<file path="config.mk">
export PLATFORM = sky130hd
export DESIGN_NAME = uart_count_streamer
export DESIGN_NICKNAME = d
export VERILOG_FILES = /design/src/rtl/uart_count_streamer.sv
export SDC_FILE = /design/constraint.sdc
export NUM_CORES = 1
export LEC_CHECK = 0
export CAP_MARGIN = 5
export CELL_PAD_IN_SITES_DETAIL_PLACEMENT = 1
export CELL_PAD_IN_SITES_GLOBAL_PLACEMENT = 1
export CORE_MARGIN = 10
export CORE_UTILIZATION = 47
export DETAILED_ROUTE_END_ITERATION = 7
export PLACE_DENSITY = 0.84
export SYNTH_ARGS = -nofsm -noshare
export SYNTH_HDL_FRONTEND = slang
export SYNTH_SLANG_ARGS = --single-unit
</file>
<file path="constraint.sdc">
create_clock -name clk -period 6.4 [get_ports clk]
set_input_delay 0.64 -clock clk [delete_from_list [all_inputs] [get_ports clk]]
set_output_delay 0.64 -clock clk [all_outputs]
set_load 0.02 [all_outputs]
</file>
<file path="src/rtl/uart_count_streamer.sv">
// Streams a stepped DATA_W-bit counter to an 8N1 UART as binary bytes or ASCII hex + CR LF.
// Each byte is held on tx_data from LOAD through DRAIN; frames always complete once started.
module uart_count_streamer #(
    parameter int DATA_W     = 16,
    parameter int MODE       = 0,
    parameter int GAP_CYCLES = 1048576,
    parameter int GAP_W      = 21
) (
    input  logic              clk,
    input  logic              rst_n,
    input  logic              enable,
    input  logic [DATA_W-1:0] step,
    input  logic              tx_busy,
    output logic              tx_start,
    output logic [7:0]        tx_data,
    output logic [DATA_W-1:0] count,
    output logic              frame_done,
    output logic              active
);

    localparam int ND = (DATA_W + 3) / 4;
    localparam int NB = (MODE == 0) ? (DATA_W + 7) / 8 : ND + 2;

    typedef enum logic [2:0] {
        S_IDLE,
        S_LOAD,
        S_REQ,
        S_DRAIN,
        S_GAP
    } state_t;

    state_t            r_state;
    logic [DATA_W-1:0] r_count;
    logic [DATA_W-1:0] r_snap;
    logic [3:0]        r_idx;
    logic [GAP_W-1:0]  r_gap;
    logic              r_tx_start;
    logic [7:0]        r_tx_data;
    logic              r_frame_done;
    logic              r_active;

    logic [39:0]       w_pad;
    int                w_pos;
    logic [3:0]        w_nib;
    logic [7:0]        w_sel;
    logic              w_last;

    assign w_last = (r_idx == 4'(NB - 1));

    // Byte for the current index, MSB-first from the zero-extended snapshot.
    always_comb begin
        w_pad = 40'(r_snap);
        w_pos = 0;
        w_nib = 4'h0;
        w_sel = 8'h00;
        if (MODE == 0) begin
            w_pos = 8 * (NB - 1 - int'(r_idx));
            if (w_pos < 0) w_pos = 0;
            w_sel = 8'(w_pad >> w_pos);
        end else begin
            if (r_idx < 4'(ND)) begin
                w_pos = 4 * (ND - 1 - int'(r_idx));
                if (w_pos < 0) w_pos = 0;
                w_nib = 4'(w_pad >> w_pos);
                w_sel = (w_nib < 4'd10) ? 8'h30 + {4'h0, w_nib} : 8'h37 + {4'h0, w_nib};
            end else if (r_idx == 4'(ND)) begin
                w_sel = 8'h0D;
            end else begin
                w_sel = 8'h0A;
            end
        end
    end

    always_ff @(posedge clk or negedge rst_n) begin
        if (!rst_n) begin
            r_state      <= S_IDLE;
            r_count      <= '0;
            r_snap       <= '0;
            r_idx        <= 4'd0;
            r_gap        <= '0;
            r_tx_start   <= 1'b0;
            r_tx_data    <= 8'h00;
            r_frame_done <= 1'b0;
            r_active     <= 1'b0;
        end else begin
            r_frame_done <= 1'b0;
            case (r_state)
                S_IDLE: begin
                    if (enable) begin
                        r_snap   <= r_count;
                        r_idx    <= 4'd0;
                        r_active <= 1'b1;
                        r_state  <= S_LOAD;
                    end
                end
                S_LOAD: begin
                    r_tx_data  <= w_sel;
                    r_tx_start <= 1'b1;
                    r_state    <= S_REQ;
                end
                S_REQ: begin
                    // A UART already busy on entry counts as acceptance.
                    if (tx_busy) begin
                        r_tx_start <= 1'b0;
                        r_state    <= S_DRAIN;
                    end
                end
                S_DRAIN: begin
                    if (!tx_busy) begin
                        if (w_last) begin
                            r_count      <= r_count + step;
                            r_frame_done <= 1'b1;
                            r_idx        <= 4'd0;
                            if (enable) begin
                                r_state <= S_GAP;
                            end else begin
                                r_state  <= S_IDLE;
                                r_active <= 1'b0;
                            end
                        end else begin
                            r_idx   <= r_idx + 4'd1;
                            r_state <= S_LOAD;
                        end
                    end
                end
                S_GAP: begin
                    if (!enable) begin
                        r_gap    <= '0;
                        r_state  <= S_IDLE;
                        r_active <= 1'b0;
                    end else if (r_gap == GAP_W'(GAP_CYCLES - 1)) begin
                        r_gap   <= '0;
                        r_snap  <= r_count;
                        r_state <= S_LOAD;
                    end else begin
                        r_gap <= r_gap + GAP_W'(1);
                    end
                end
                default: begin
                    r_state  <= S_IDLE;
                    r_active <= 1'b0;
                end
            endcase
        end
    end

    assign tx_start   = r_tx_start;
    assign tx_data    = r_tx_data;
    assign count      = r_count;
    assign frame_done = r_frame_done;
    assign active     = r_active;

endmodule

</file>
==> flow_metrics.py <==
metrics = {
    "cts": {
        "clk_pin_slew_ps": 70,
        "cts_tree": "yes",
        "cts_setup_buffers": 0,
        "cts_max_level": 3,
        "cts_buffers": 9,
        "clock-sinks": 71,
        "clock_latency_ps": 340,
        "postCtsHoldBufs": 0,
        "cts-root-buf": "clkbuf_8",
        "clock_path_buffers": 2,
        "cts_resized": 0,
    },
    "worst_setup_path": {
        "critical_path_required_ps": 6580,
        "cp-end-kind": "flop",
        "r2r_cells": 8,
        "endpoint": "count[8]",
        "worstReg2RegStart": "count[0]",
        "setup.worst_path.start_class": "input pin",
        "critical_path_peak_fanout": 5,
        "ff2ff_setup_slack_ps": 3750,
        "timing.rr.end": "count[8]",
        "worstSetupPathType": "in2reg",
        "startpoint": "step[0]",
        "critPathArrivalTime_ps": 3100,
    },
    "global_route": {
        "grt_pass1_vias": 3784,
        "grt_pass1_wl_mm": 19.1,
        "grt_overflow": 0,
        "grtUsageTotal": 0.178,
        "grt_antenna_before_repair": 0,
        "grt_max_degree": 72,
    },
    "route": {
        "drt-initial-drc-count": 173,
        "via_count": 3470,
        "first_pass_iters": 4,
        "ant_nets": 0,
        "wl_mm": 11.1,
        "drc": 0,
        "via_per_inst": 5.98,
        "wire_per_inst_um": 19.1,
    },
    "power_and_ir_drop": {
        "p_per_area_nw_per_um2": 446,
        "leakagePower_nw": 2.11,
        "irDropWorstVdd_v": 0.000216,
    },
    "yosys": {
        "synth.ff_latch_count": 71,
        "netlist_area_um2": 4030,
        "syn_nets": 468,
        "seq_area_frac_synth": 0.441,
        "synth_largest_area_cell": "dfrtp_1",
        "synthCells": 427,
        "yosys.cell_types.count": 54,
        "yosysTopAreaCellShare": 0.441,
        "synth_edf_count": 0,
        "avgSynthCellArea_um2": 9.44,
        "async_flop_share": 1.00,
        "synth-warning-count": 0,
        "synth_flop_cell": "dfrtp_1",
        "synth_area_leaders": "dfrtp_1 (44%), o21ai_0 (8.3%), ha_1 (6.2%)",
    },
    "placed_design": {
        "portBuffers": 46,
        "pre_cts_slack_ps": 3090,
        "gp_congestion": 0.901,
        "dp_hpwl_mm": 8.10,
    },
    "finish": {
        "final_util": 0.575,
        "syn_to_final_growth_pct": 18.5,
        "antennaDiodeCount": 0,
        "nets": 512,
        "drive_gt1_frac": 0.101,
    },
    "sta": {
        "grt_setup_unrepaired": "no",
        "setup_slack_ps": 3480,
        "tightest_slew_ps": 1260,
        "final.min_clock_period_ps": 2920,
        "max_freq_ghz": 0.342,
        "maxSlewHeadroom": 0.152,
        "post-route-period-util": 0.457,
        "hold_viol_final": 0,
        "setup_tns_ps": 0,
        "clock_skew_ps": 6.81,
        "maxSlewViolCount": 0,
        "setup_violations": 0,
    },
    "worst_hold_path": {
        "hold_class": "in2async",
    },
    "die": {
        "placementRows": 33,
        "coreArea_um2": 8300,
        "io_pins": 47,
        "dieArea_um2": 12700,
        "die_h_um": 113,
        "die_w_um": 113,
        "start_util": 0.486,
    },
    "outcome": {
        "status": "finished clean",
    },
    "flow_run": {
        "maxCapViolCount": 0,
    },
}
-- cell usage after synthesis, drive strengths merged (3+ instances only) --
master / n
nor3: 5
nand4: 9
a211oi: 6
a31oi: 11
or2: 4
o21ai: 68
buf: 4
nand2b: 6
and4: 6
and3: 7
nand3: 4
xor2: 5
mux2: 16
a22o: 3
mux2i: 9
inv: 9
or3: 4
o31ai: 5
nor3b: 3
nand2: 66
nor2: 20
o21a: 3
xnor2: 5
ha: 20
a21oi: 17
dfrtp: 71
a21o: 9
clkbuf: 11
-- power by group --
group          internal (W)  total [W]  switching, W
logic              0.000458   0.000998      0.000540
registers          0.000588   0.000742      0.000153
clock network      0.000217   0.000389      0.000173
total               0.00126    0.00213      0.000866
-- cell type report --
cell class | instances | area (µm²)
flip-flops and latches | 71 | 1780
fillers | 936 | 3520
clock buffers | 9 | 124
inverters | 9 | 33.8
well taps | 105 | 131
repair buffers | 48 | 470
multi-input cells | 332 | 2150
clock inverters | 6 | 86.3
-- through the flow --
stage | cells | cell area [µm²] | power, W | hold slack (ps)
final | 580 | 4770 | 0.00213 | 484
after CTS | 580 | 4770 | 0.00214 | 499
after global placement | 565 | 4560 | 0.00168 | 465
after floorplan | 427 | 4030 | 0.00137 | 344
after detailed placement | 565 | 4560 | 0.00174 | 486
after global routing | 580 | 4770 | 0.00229 | 529
-- layer usage --
metal  wire, µm  share of wire  GRT usage
met1       5000           0.45      0.223
met2       5500           0.50      0.301
met3        389          0.035     0.0351
met4        166          0.015     0.0541
met5          0              0          0
-- placed cells by master, fill, tap and decap left out, types with 3 or more instances in the layout --
cell              n
clkbuf_8          9
nor3_1            4
o21a_1            3
ha_1             20
o31ai_1           5
inv_1             9
a211oi_1          5
mux2_2           16
mux2i_1           9
xor2_1            5
or3_1             4
nor3b_1           3
dfrtp_1          71
a31oi_1          11
o21ai_0          67
nand2b_1          6
a22o_1            3
nand3_1           4
xnor2_1           5
clkdlybuf4s50_1  45
a21o_1            8
nor2_1           20
or2_2             3
and4_1            5
and3_1            7
nand2_1          66
a21oi_1          16
nand4_1           9
-- how the worst min path moves through the flow --
stage | start | endpoint | slack [ps] | cells past startpoint
final | rst_n | r_idx[3] | 480 | 2
after global routing | r_snap[9] | r_snap[9] | 530 | 1
after CTS | r_gap[15] | r_gap[15] | 500 | 1
after detailed placement | r_gap[15] | r_gap[15] | 490 | 1
after global placement | r_gap[15] | r_gap[15] | 460 | 1
after floorplan | rst_n | active | 340 | 0
-- kinds of logic after synthesis --
group | synth area share
AO/OA/AOI/OAI | 0.207
XOR/XNOR | 0.0217
adder cells (fa/ha/maj) | 0.0671
buffers and inverters | 0.0251
flip-flops | 0.441
multiplexers | 0.0671
AND/OR/NAND/NOR | 0.171
-- state kept, by name (all words and copies together), names as in the netlist --
name        flops
count          16
r_state         3
tx_start        1
tx_data         8
r_idx           4
r_snap         16
r_gap          21
frame_done      1
active          1
-- critical path, cell delays in order --
cell and delay, ps:
clkdlybuf4s50_1 410, ha_1 250, fa_1 440, a211oi_1 260, nor2_1 110, o31ai_1 480
a21boi_0 210, xnor2_1 210, o21ai_0 100
No activity file was read; power rests on OpenSTA's default activity.
